## src/rtl/mshr_entry_status_tracker.sv

```systemverilog
// mshr_entry_status_tracker
//   Registered occupancy and selection tracker for the L1 dcache MSHR entry array.
//   Owns the per-entry valid vector, hands out the lowest free entry, accepts
//   several same-cycle releases and offers the next entry to retire through a
//   valid/ready handshake (lowest-index or round-robin pick).
//
// Ports
//   clk             : clock
//   rst_n           : synchronous active-low reset
//   alloc_valid_i   : allocation request
//   alloc_ready_o   : a free entry exists
//   alloc_idx_o     : lowest free index (0 when full)
//   release_valid_i : per-channel release strobe
//   release_idx_i   : packed release indices, channel k at [k*W +: W]
//   cancel_valid_o  : at least one valid entry
//   cancel_ready_i  : consumer accepts next2cancel_o
//   next2cancel_o   : entry offered for retirement (0 when empty)
//   used_o          : number of valid entries
//   empty_o/full_o  : occupancy flags
//   almost_full_o   : used_o >= ALMOST_FULL_TH
//   err_o           : sticky, a release hit an invalid entry
module mshr_entry_status_tracker #(
  parameter int unsigned NUM_ENTRY      = 4,
  parameter int unsigned NUM_RELEASE    = 2,
  parameter int unsigned ALMOST_FULL_TH = 3,
  parameter int unsigned PICK_MODE      = 0
) (
  input  logic                                   clk,
  input  logic                                   rst_n,
  input  logic                                   alloc_valid_i,
  output logic                                   alloc_ready_o,
  output logic [$clog2(NUM_ENTRY)-1:0]           alloc_idx_o,
  input  logic [NUM_RELEASE-1:0]                 release_valid_i,
  input  logic [NUM_RELEASE*$clog2(NUM_ENTRY)-1:0] release_idx_i,
  output logic                                   cancel_valid_o,
  input  logic                                   cancel_ready_i,
  output logic [$clog2(NUM_ENTRY)-1:0]           next2cancel_o,
  output logic [$clog2(NUM_ENTRY):0]             used_o,
  output logic                                   empty_o,
  output logic                                   full_o,
  output logic                                   almost_full_o,
  output logic                                   err_o
);

  localparam int unsigned W    = $clog2(NUM_ENTRY);
  localparam int unsigned CntW = W + 1;

  logic [NUM_ENTRY-1:0] r_valid;
  logic [W-1:0]         r_rr_ptr;
  logic                 r_err;
  logic [CntW-1:0]      r_used;

  logic [NUM_ENTRY-1:0] w_valid_d;
  logic [NUM_ENTRY-1:0] w_alloc_onehot;
  logic [NUM_ENTRY-1:0] w_cancel_onehot;
  logic [NUM_ENTRY-1:0] w_release_mask;
  logic [CntW-1:0]      w_used_d;
  logic                 w_rel_err;
  logic                 w_free_found;
  logic                 w_pick_found;
  logic                 w_alloc_fire;
  logic                 w_cancel_fire;

  // Lowest free entry.
  always_comb begin
    alloc_idx_o  = '0;
    w_free_found = 1'b0;
    for (int unsigned i = 0; i < NUM_ENTRY; i++) begin
      if (!r_valid[i] && !w_free_found) begin
        alloc_idx_o  = W'(i);
        w_free_found = 1'b1;
      end
    end
  end

  // Retirement pick: probe upward from 0 or from the round-robin pointer,
  // relying on W-bit wraparound for the modulo.
  always_comb begin : pick
    logic [W-1:0] probe;
    probe         = '0;
    next2cancel_o = '0;
    w_pick_found  = 1'b0;
    for (int unsigned i = 0; i < NUM_ENTRY; i++) begin
      probe = (PICK_MODE == 0) ? W'(i) : r_rr_ptr + W'(i);
      if (r_valid[probe] && !w_pick_found) begin
        next2cancel_o = probe;
        w_pick_found  = 1'b1;
      end
    end
  end

  assign alloc_ready_o  = w_free_found;
  assign cancel_valid_o = w_pick_found;
  assign w_alloc_fire   = alloc_valid_i & alloc_ready_o;
  assign w_cancel_fire  = cancel_valid_o & cancel_ready_i;

  assign w_alloc_onehot  = w_alloc_fire  ? (NUM_ENTRY'(1) << alloc_idx_o)   : '0;
  assign w_cancel_onehot = w_cancel_fire ? (NUM_ENTRY'(1) << next2cancel_o) : '0;

  // Release mask; duplicate channels collapse into one bit. An entry being
  // allocated this cycle is not an error target.
  always_comb begin : rel
    logic [W-1:0] ridx;
    ridx           = '0;
    w_release_mask = '0;
    w_rel_err      = 1'b0;
    for (int unsigned k = 0; k < NUM_RELEASE; k++) begin
      if (release_valid_i[k]) begin
        ridx                 = release_idx_i[k*W +: W];
        w_release_mask[ridx] = 1'b1;
        if (!r_valid[ridx] && !(w_alloc_fire && (ridx == alloc_idx_o))) begin
          w_rel_err = 1'b1;
        end
      end
    end
  end

  assign w_valid_d = (r_valid | w_alloc_onehot) & ~w_release_mask & ~w_cancel_onehot;

  always_comb begin
    w_used_d = '0;
    for (int unsigned i = 0; i < NUM_ENTRY; i++) begin
      w_used_d = w_used_d + CntW'(w_valid_d[i]);
    end
  end

  always_ff @(posedge clk) begin
    if (!rst_n) begin
      r_valid  <= '0;
      r_rr_ptr <= '0;
      r_err    <= 1'b0;
      r_used   <= '0;
    end else begin
      r_valid <= w_valid_d;
      r_used  <= w_used_d;
      if (w_rel_err) begin
        r_err <= 1'b1;
      end
      if (w_cancel_fire) begin
        r_rr_ptr <= next2cancel_o + W'(1);
      end
    end
  end

  assign used_o        = r_used;
  assign empty_o       = (r_used == '0);
  assign full_o        = (r_used == CntW'(NUM_ENTRY));
  assign almost_full_o = (r_used >= CntW'(ALMOST_FULL_TH)) | full_o;
  assign err_o         = r_err;

endmodule

```

## config.mk

```make
export PLATFORM = sky130hd
export DESIGN_NAME = mshr_entry_status_tracker
export DESIGN_NICKNAME = d
export VERILOG_FILES = /design/src/rtl/mshr_entry_status_tracker.sv
export SDC_FILE = /design/constraint.sdc
export NUM_CORES = 1
export LEC_CHECK = 0
export CORE_ASPECT_RATIO = 1.1
export CORE_UTILIZATION = 40
export CTS_BUF_LIST = sky130_fd_sc_hd__clkbuf_8
export DETAILED_ROUTE_END_ITERATION = 7
export GPL_ROUTABILITY_DRIVEN = 0
export PLACE_DENSITY_LB_ADDON = 0.12
export RECOVER_POWER = 25
export SYNTH_ARGS = -nofsm -noshare
export SYNTH_HDL_FRONTEND = slang
export SYNTH_SLANG_ARGS = --single-unit
```

## constraint.sdc

```tcl
create_clock -name clk -period 3.05 [get_ports clk]
set_clock_uncertainty 0.15 [all_clocks]
set_input_delay 0.915 -clock clk [delete_from_list [all_inputs] [get_ports clk]]
set_output_delay 0.915 -clock clk [all_outputs]
set_load 0.01 [all_outputs]
```

==> metrics.txt, run 1 <==
# TYPE chip_impl_metric gauge
chip_impl_metric{name="critPathArrivalTime",unit="ps"} 2940
chip_impl_metric{name="core_area",unit="sq um"} 1560
chip_impl_metric{name="switchingPower",unit="uW"} 77.9
chip_impl_metric{name="die_outline_area",unit="sq um"} 1810
chip_impl_metric{name="groute.usage.overall",unit="%"} 22.0
chip_impl_metric{name="drt_iter0_markers",unit=""} 29
chip_impl_metric{name="synth_cell_type_count",unit=""} 33
chip_impl_metric{name="clock_insertion_delay_worst_skew",unit="ps"} 220
chip_impl_metric{name="postCtsSetupRepairBufs",unit=""} 0
chip_impl_metric{name="antenna_cells_inserted",unit=""} 0
chip_impl_metric{name="fmax",unit="GHz"} 0.337
chip_impl_metric{name="final_nets",unit=""} 130
chip_impl_info{name="clock_tree_from_tritoncts",value="done"} 1
chip_impl_metric{name="synth_warnings",unit=""} 0
chip_impl_metric{name="detailedRoute.firstPassIterationCount",unit=""} 4
chip_impl_info{name="setup.worst_path.end_class",value="flop"} 1
chip_impl_info{name="crit_path_frequent_cell",value="sky130_fd_sc_hd__ha_1"} 1
chip_impl_metric{name="row_count",unit=""} 15
chip_impl_metric{name="crit_fanout",unit=""} 4
chip_impl_info{name="cts.root.buffer_cell",value="sky130_fd_sc_hd__clkbuf_8"} 1
chip_impl_metric{name="layout_area_overhead",unit="%"} 50.8
chip_impl_metric{name="maxSlewViolCount",unit=""} 0
chip_impl_metric{name="netlist_area",unit="sq um"} 658
chip_impl_metric{name="netlist_instances",unit=""} 84
chip_impl_info{name="final_cell_mix",value="sky130_fd_sc_hd__clkdlybuf4s50_1, sky130_fd_sc_hd__buf_4, sky130_fd_sc_hd__nor2_1"} 1
chip_impl_metric{name="hold_buffers",unit=""} 0
chip_impl_metric{name="drt.antenna.violating_nets",unit=""} 0
chip_impl_metric{name="share_of_total_power_consumed_by_net_switching",unit="%"} 24.3
chip_impl_metric{name="n_fill_cell",unit=""} 144
chip_impl_metric{name="power.share.combinational",unit="%"} 26.0
chip_impl_info{name="critical_path.top_delay_family",value="adder cells"} 1
chip_impl_metric{name="tightest_slew",unit="ps"} 467
chip_impl_metric{name="grt_first_pass_wirelength",unit="um"} 2720
chip_impl_metric{name="viasPerCell",unit=""} 5.33
chip_impl_metric{name="cts_inserted_buffers",unit=""} 3
chip_impl_metric{name="detail_route.wl_per_cell",unit="um"} 12.7
chip_impl_metric{name="floorplan.initialDensity",unit="%"} 42.2
chip_impl_metric{name="timing.reg2reg.setup_slack",unit="ps"} 550
chip_impl_metric{name="internal_power_consumption",unit="uW"} 243
chip_impl_metric{name="setup_viol_count_final",unit=""} 0
chip_impl_metric{name="vias_in_the_first_global_route",unit=""} 633
chip_impl_metric{name="pwr_density_cell",unit="nW/um^2"} 323
chip_impl_metric{name="place_area",unit="sq um"} 955
chip_impl_metric{name="ys_seq_elements",unit=""} 8
chip_impl_metric{name="cts.sinks",unit=""} 8
chip_impl_metric{name="number_of_input_and_output_port_buffers_inserted",unit=""} 22
chip_impl_metric{name="seq_power_share",unit="%"} 36.3
chip_impl_metric{name="cap_violations",unit=""} 0
chip_impl_info{name="timing.hold.worst.class",value="flop to flop"} 1
chip_impl_metric{name="total_number_of_vias",unit=""} 703
chip_impl_metric{name="clk_transition_reported_paths",unit="ps"} 40
chip_impl_info{name="crit_slowest_cell",value="sky130_fd_sc_hd__fa_1"} 1
chip_impl_metric{name="ioPinCount",unit=""} 23
chip_impl_metric{name="clock_power_share",unit="%"} 37.7
chip_impl_metric{name="finalHoldViolations",unit=""} 0
chip_impl_metric{name="dp_hpwl",unit="um"} 1310
chip_impl_metric{name="relSlewSlack",unit="%"} 68.4
chip_impl_metric{name="initial_antenna_violation_count",unit=""} 0
chip_impl_metric{name="drt-total-wl",unit="um"} 1680
chip_impl_metric{name="period_share",unit="%"} 97.4
chip_impl_metric{name="globalRoute.totalOverflow",unit=""} 0
chip_impl_metric{name="clk_path_buf_depth",unit=""} 2
chip_impl_metric{name="number_of_nets_in_the_synthesized_netlist",unit=""} 97
chip_impl_metric{name="cp_num_buf_inv",unit=""} 2
chip_impl_metric{name="cts-htree-levels",unit=""} 1
chip_impl_metric{name="worst_ep_required_time",unit="ps"} 3010
chip_impl_info{name="mostFrequentLayoutCell",value="sky130_fd_sc_hd__clkdlybuf4s50_1"} 1
chip_impl_metric{name="dieHeight",unit="um"} 44.5
chip_impl_metric{name="maximum_number_of_pins_on_one_net_before_global_route_repair",unit=""} 15
chip_impl_metric{name="final_critical_path_time_including_i_o_delays_and_setup",unit="ps"} 2970
chip_impl_metric{name="max_stage_delay",unit="ps"} 550
chip_impl_metric{name="synth.avg_cell_area",unit="sq um"} 7.83
chip_impl_metric{name="ir_drop",unit="uV"} 268
chip_impl_metric{name="final_layout_size_suffix_gt1_share",unit="%"} 16.5
chip_impl_info{name="timing.setup.critical_path_class",value="primary input to flop"} 1
chip_impl_info{name="start_kind",value="primary input"} 1
chip_impl_metric{name="synth_seq_area_share",unit="%"} 24.3
chip_impl_metric{name="design_area",unit="sq um"} 992
chip_impl_metric{name="die_w",unit="um"} 40.7
chip_impl_info{name="status",value="finished clean"} 1
chip_impl_info{name="grt_setup_unrepaired",value="false"} 1
chip_impl_metric{name="setup-tns-final",unit="ps"} 0
chip_impl_info{name="timing.critical_path.cells",value="dlygate4sd2_1 > nand2_1 > o22ai_1 > or3_4 > fa_1 > inv_1 > ha_1 > ha_1 > and2_1"} 1
chip_impl_metric{name="remaining_drc_errors",unit=""} 0
chip_impl_metric{name="static-leakage-power",unit="uW"} 0.000456
==> layout make-up <==
cell class                 instances  area, sq um  share of cell area [%]
clock buffer                       3         41.3                    4.16
inverter                           6         22.5                    2.27
multi-input combinational         66          460                    46.4
sequential                         8          160                    16.1
tap                               17         21.3                    2.14
timing repair buffer              32          287                    28.9
==> stage by stage <==
step / std cells / power [uW] / hold WS [ps] / util (%) / setup WS (ps)
floorplan: 84 / 153 / 370 / - / 250
global placement: 129 / 203 / 316 / 61.3 / -390
detailed placement: 129 / 205 / 326 / 61.3 / -432
CTS: 132 / 323 / 335 / 63.6 / 72.5
global route: 132 / 340 / 361 / 63.7 / 12.0
finish: 132 / 321 / 324 / 63.7 / 78.4
==> kinds of logic (layout without fill, tap and decap cells) <==
kind of cell | count (synthesis) | in the layout | share of synthesized area, %
AO/OA/AOI/OAI | 21 | 21 | 21.9
adder cells (fa/ha/maj) | 3 | 3 | 6.84
buffers and inverters | 10 | 41 | 6.46
flip-flops | 8 | 8 | 24.3
multiplexers | 4 | 4 | 9.89
AND/OR/NAND/NOR | 38 | 38 | 30.6
==> cells in the mapped netlist <==
library cell,number,area share (%)
sky130_fd_sc_hd__a21o_1,1,1.1
sky130_fd_sc_hd__o22ai_1,1,0.95
sky130_fd_sc_hd__nand4_1,1,0.95
sky130_fd_sc_hd__mux4_2,2,6.8
sky130_fd_sc_hd__inv_1,6,3.4
sky130_fd_sc_hd__nor4_1,1,0.95
sky130_fd_sc_hd__and2_1,4,3.8
sky130_fd_sc_hd__o21ai_0,3,2.3
sky130_fd_sc_hd__or3b_2,1,1.3
sky130_fd_sc_hd__fa_1,1,3.0
sky130_fd_sc_hd__a21bo_2,2,3.0
sky130_fd_sc_hd__dfxtp_1,8,24
sky130_fd_sc_hd__a21oi_1,6,4.6
sky130_fd_sc_hd__nor2_1,9,5.1
sky130_fd_sc_hd__nand3b_1,1,1.1
sky130_fd_sc_hd__a31oi_1,1,0.95
sky130_fd_sc_hd__a311oi_1,1,1.3
sky130_fd_sc_hd__buf_2,4,3.0
sky130_fd_sc_hd__nor3_1,2,1.5
sky130_fd_sc_hd__o21a_1,2,2.3
sky130_fd_sc_hd__nand3_1,2,1.5
sky130_fd_sc_hd__and2b_1,1,1.1
sky130_fd_sc_hd__nand2b_1,5,4.8
sky130_fd_sc_hd__nor2b_1,2,1.9
sky130_fd_sc_hd__or3_1,1,0.95
sky130_fd_sc_hd__o31a_1,1,1.3
sky130_fd_sc_hd__ha_1,2,3.8
sky130_fd_sc_hd__o311ai_0,1,1.3
sky130_fd_sc_hd__and3_1,1,0.95
sky130_fd_sc_hd__nand2_1,6,3.4
sky130_fd_sc_hd__a41oi_1,2,2.7
sky130_fd_sc_hd__nor3b_1,1,1.1
sky130_fd_sc_hd__mux2i_1,2,3.0
==> power by group through the flow <==
stage / sequential (uW) / combinational [uW] / clock [uW]
3_3_place_gp: 118 / 85.3 / 0
6_report: 116 / 83.4 / 121
3_5_place_dp: 118 / 86.8 / 0
4_1_cts: 116 / 84.6 / 122
5_1_grt: 117 / 94.2 / 129
2_1_floorplan: 116 / 36.5 / 0
==> sequential cells by signal, indices dropped and copies added (netlist names) <==
register  flops
err_o         1
r_valid       4
used_o        3
==> path summary, 6_finish.rpt <==
check                           cells after the start               start        end
worst max-delay path                                9  release_valid_i[0]  used_o[1]
worst min-delay path                                1               err_o      err_o
worst min register to register                      1               err_o      err_o
worst max register to register                      7          r_valid[1]  used_o[1]
==> worst register-to-register path, cell delays in order, from the launching register on <==
cell	delay (ps)
sky130_fd_sc_hd__dfxtp_1	570
sky130_fd_sc_hd__nor2_1	100
sky130_fd_sc_hd__or3_4	400
sky130_fd_sc_hd__fa_1	550
sky130_fd_sc_hd__inv_1	40
sky130_fd_sc_hd__ha_1	170
sky130_fd_sc_hd__ha_1	260
sky130_fd_sc_hd__and2_1	150
==> metal layers <==
metal / GRT usage, % / up-vias / part of all wire (%)
met1: 27.7 / 322 / 46
li1: - / 362 / -
met2: 36.8 / 17 / 51
met5: 0 / - / 0
met4: 8.00 / 0 / 0.59
met3: 3.02 / 2 / 3.2
==> repair_timing <==
action | 4_1_cts | 5_1_grt
cloned | 0 | 0
resized for setup | 11 | 1
pin swaps | 2 | 0
setup endpoints to repair | 3 | 1
No activity file was read; power rests on OpenSTA's default activity.
==> inputs of run 2 (changes only) <==
Settings changed: ABC_AREA from default to 1, MAX_ROUTING_LAYER from default to met4.
==> run 2 against run 1 <==
Effect of this change:
- sequential cell count is the same
- routed wire length grew 18%
- sequential share of layout area shrank 1.3 points
- critical path depth grew 1
- largest power group unchanged
==> metrics.txt, run 2 <==
# TYPE chip_impl_metric gauge
chip_impl_metric{name="regArea",unit="sq um"} 160
chip_impl_metric{name="design_area",unit="sq um"} 1080
chip_impl_metric{name="netlist_area",unit="sq um"} 687
chip_impl_metric{name="worst_hold_slack",unit="ps"} 390
chip_impl_metric{name="ir_drop",unit="uV"} 320
chip_impl_metric{name="die_outline_area",unit="sq um"} 1890
chip_impl_info{name="top_register",value="r_valid"} 1
chip_impl_info{name="crit_path_frequent_cell",value="sky130_fd_sc_hd__inv_1"} 1
chip_impl_metric{name="ys_seq_elements",unit=""} 8
chip_impl_info{name="timing.setup.critical_path_class",value="primary input to flop"} 1
chip_impl_metric{name="drt-total-wl",unit="um"} 1990
chip_impl_metric{name="multi_input_area",unit="sq um"} 427
chip_impl_metric{name="pre_cts_slack",unit="ps"} -195
chip_impl_metric{name="finalHoldViolations",unit=""} 0
chip_impl_info{name="synth_area_leaders",value="sky130_fd_sc_hd__dfxtp_1, sky130_fd_sc_hd__nand3_1, sky130_fd_sc_hd__nand2_1"} 1
chip_impl_metric{name="fmax",unit="GHz"} 0.345
chip_impl_metric{name="layout_area_overhead",unit="%"} 56.8
chip_impl_info{name="crit_slowest_cell",value="sky130_fd_sc_hd__clkdlybuf4s50_1"} 1
chip_impl_info{name="synth_top_cells_by_count",value="sky130_fd_sc_hd__nand2_1, sky130_fd_sc_hd__inv_1, sky130_fd_sc_hd__nand3_1, sky130_fd_sc_hd__dfxtp_1, sky130_fd_sc_hd__nor2_1"} 1
chip_impl_metric{name="ioPinCount",unit=""} 23
chip_impl_metric{name="synth_warnings",unit=""} 0
chip_impl_metric{name="pwr_density_cell",unit="nW/um^2"} 319
chip_impl_metric{name="period_share",unit="%"} 95.1
chip_impl_metric{name="synth.avg_cell_area",unit="sq um"} 6.13
chip_impl_metric{name="n_fill_cell",unit=""} 141
chip_impl_metric{name="antenna_cells_inserted",unit=""} 0
chip_impl_info{name="start_kind",value="primary input"} 1
chip_impl_metric{name="globalRoute.totalOverflow",unit=""} 0
chip_impl_metric{name="final_layout_size_suffix_gt1_share",unit="%"} 19.2
chip_impl_metric{name="crit_fanout",unit=""} 4
chip_impl_metric{name="dp_hpwl",unit="um"} 1540
chip_impl_metric{name="place_area",unit="sq um"} 1020
chip_impl_metric{name="tightest_slew",unit="ps"} 407
chip_impl_metric{name="maximum_number_of_pins_on_one_net_before_global_route_repair",unit=""} 11
chip_impl_metric{name="floorplan.initialDensity",unit="%"} 43.1
chip_impl_info{name="timing.critical_path.cells",value="clkdlybuf4s50_1 > inv_1 > nand2_1 > o211ai_1 > fa_1 > inv_1 > ha_1 > ha_1 > nand2_1 > inv_1"} 1
chip_impl_metric{name="remaining_drc_errors",unit=""} 0
chip_impl_metric{name="critPathArrivalTime",unit="ps"} 2880
chip_impl_metric{name="detail_route.wl_per_cell",unit="um"} 11.8
chip_impl_metric{name="detailedRoute.firstPassIterationCount",unit=""} 6
chip_impl_metric{name="synth_edf_count",unit=""} 0
chip_impl_metric{name="synth_seq_area_share",unit="%"} 23.3
chip_impl_info{name="clock_tree_from_tritoncts",value="done"} 1
chip_impl_metric{name="drt.antenna.violating_nets",unit=""} 0
chip_impl_metric{name="dp_cells",unit=""} 163
chip_impl_metric{name="maxSlewViolCount",unit=""} 0
chip_impl_info{name="cts.root.buffer_cell",value="sky130_fd_sc_hd__clkbuf_8"} 1
chip_impl_metric{name="clk_path_buf_depth",unit=""} 2
chip_impl_metric{name="layout_setup_ws",unit="ps"} 149
chip_impl_metric{name="final_nets",unit=""} 166
chip_impl_metric{name="cts-htree-levels",unit=""} 1
chip_impl_metric{name="row_count",unit=""} 15
chip_impl_info{name="yosysTopAreaCell",value="sky130_fd_sc_hd__dfxtp_1"} 1
chip_impl_metric{name="clock_insertion_delay_worst_skew",unit="ps"} 240
chip_impl_metric{name="grt_first_pass_wirelength",unit="um"} 3380
chip_impl_info{name="grt_setup_unrepaired",value="false"} 1
chip_impl_metric{name="setup-tns-final",unit="ps"} 0
chip_impl_metric{name="number_of_nets_in_the_synthesized_netlist",unit=""} 125
chip_impl_metric{name="timing.reg2reg.setup_slack",unit="ps"} 530
chip_impl_metric{name="core_area",unit="sq um"} 1600
chip_impl_metric{name="netlist_instances",unit=""} 112
chip_impl_metric{name="cap_violations",unit=""} 0
chip_impl_metric{name="drt_iter0_markers",unit=""} 5
chip_impl_metric{name="setup_viol_count_final",unit=""} 0
chip_impl_metric{name="total_number_of_vias",unit=""} 867
chip_impl_metric{name="dieHeight",unit="um"} 45.5
chip_impl_info{name="yosysMostFrequentCell",value="sky130_fd_sc_hd__nand2_1"} 1
chip_impl_info{name="mostFrequentLayoutCell",value="sky130_fd_sc_hd__nand2_1"} 1
chip_impl_metric{name="max_stage_delay",unit="ps"} 550
chip_impl_metric{name="die_w",unit="um"} 41.5
chip_impl_metric{name="stdcell_count",unit=""} 168
chip_impl_info{name="synth_top_flop_cell",value="sky130_fd_sc_hd__dfxtp_1"} 1
chip_impl_metric{name="synth_cell_type_count",unit=""} 24
chip_impl_metric{name="cp_num_buf_inv",unit=""} 4
chip_impl_metric{name="asyncSetResetFlopFracSynth",unit="%"} 0
chip_impl_info{name="status",value="finished clean"} 1
chip_impl_metric{name="hold_buffers",unit=""} 0
chip_impl_metric{name="initial_antenna_violation_count",unit=""} 0
chip_impl_metric{name="relSlewSlack",unit="%"} 72.6
chip_impl_info{name="final_cell_mix",value="sky130_fd_sc_hd__nand2_1, sky130_fd_sc_hd__inv_1, sky130_fd_sc_hd__nand3_1"} 1
chip_impl_metric{name="cts.sinks",unit=""} 8
chip_impl_info{name="setup.worst_path.end_class",value="flop"} 1
chip_impl_metric{name="yosysTopAreaCellShare",unit="%"} 23.3
chip_impl_metric{name="static-leakage-power",unit="uW"} 0.000567
chip_impl_info{name="timing.hold.worst.class",value="flop to flop"} 1
chip_impl_metric{name="final_critical_path_time_including_i_o_delays_and_setup",unit="ps"} 2900
chip_impl_info{name="critical_path.top_delay_family",value="adder cells"} 1
chip_impl_metric{name="groute.usage.overall",unit="%"} 24.6
chip_impl_metric{name="number_of_input_and_output_port_buffers_inserted",unit=""} 22
chip_impl_metric{name="cts_inserted_buffers",unit=""} 3
chip_impl_metric{name="worst_ep_required_time",unit="ps"} 3030
chip_impl_metric{name="viasPerCell",unit=""} 5.16
chip_impl_metric{name="clk_transition_reported_paths",unit="ps"} 50
chip_impl_metric{name="vias_in_the_first_global_route",unit=""} 843
chip_impl_metric{name="largest_reg_flops",unit=""} 4
-- run 2: repair_timing --
item	4_1_cts	5_1_grt
setup endpoints to repair	0	2
buffers inserted	0	2
resized for setup	0	6
-- run 2: final timing paths --
kind | startpoint | end | cells after the start
max | release_idx_i[2] | used_o[1] | 10
min | err_o | err_o | 4
max reg2reg | r_valid[0] | used_o[1] | 9
min reg2reg | err_o | err_o | 4
-- run 2: stage by stage --
step | total power (uW) | utilization, %
2_1_floorplan | 159 | -
3_3_place_gp | 210 | 63.8
3_5_place_dp | 211 | 63.8
4_1_cts | 344 | 66.4
5_1_grt | 362 | 67.5
6_report | 344 | 67.5
-- run 2: area by class of cell --
cell class              instances  area share [%]
flip-flops and latches          8            14.9
repair buffers                 37            31.4
inverters                      24            8.36
well taps                      17            1.97
multi-input cells              79            39.6
clock buffers                   3            3.83
-- run 2: cells by family after synthesis --
kind of cell | synth area share (%)
buffers and inverters | 14.2
AO/OA/AOI/OAI | 11.5
adder cells (fa/ha/maj) | 6.56
AND/OR/NAND/NOR | 44.4
flip-flops | 23.3
-- run 2: power by group --
group | total (uW) | internal [uW] | switching, uW
Clock | 131 | 85.8 | 45.5
Combinational | 94.9 | 49.9 | 45.1
Sequential | 117 | 110 | 7.41
Total | 344 | 246 | 98.0
-- run 2: tightest hold or removal path, cell delays in order (launching register included) --
cell and delay, ps:
sky130_fd_sc_hd__dfxtp_1 320, sky130_fd_sc_hd__inv_1 40, sky130_fd_sc_hd__nand3_1 70, sky130_fd_sc_hd__nand2_1 50, sky130_fd_sc_hd__inv_1 40
-- run 2: per-layer routing --
metal | up-vias | wire length, um | share of wire [%] | GRT usage, %
li1 | 444 | - | - | -
met1 | 388 | 799 | 40 | 22.9
met2 | 28 | 1020 | 51 | 45.3
met3 | 7 | 97 | 4.9 | 4.76
met4 | 0 | 68 | 3.4 | 18.7
met5 | - | 0 | 0 | -
==> inputs of run 3 (changes only) <==
Settings changed: ABC_CLOCK_PERIOD_IN_PS from default to 3050.
==> results of run 3 <==
The final DEF is identical to that of run 2; final timing and power are the same.
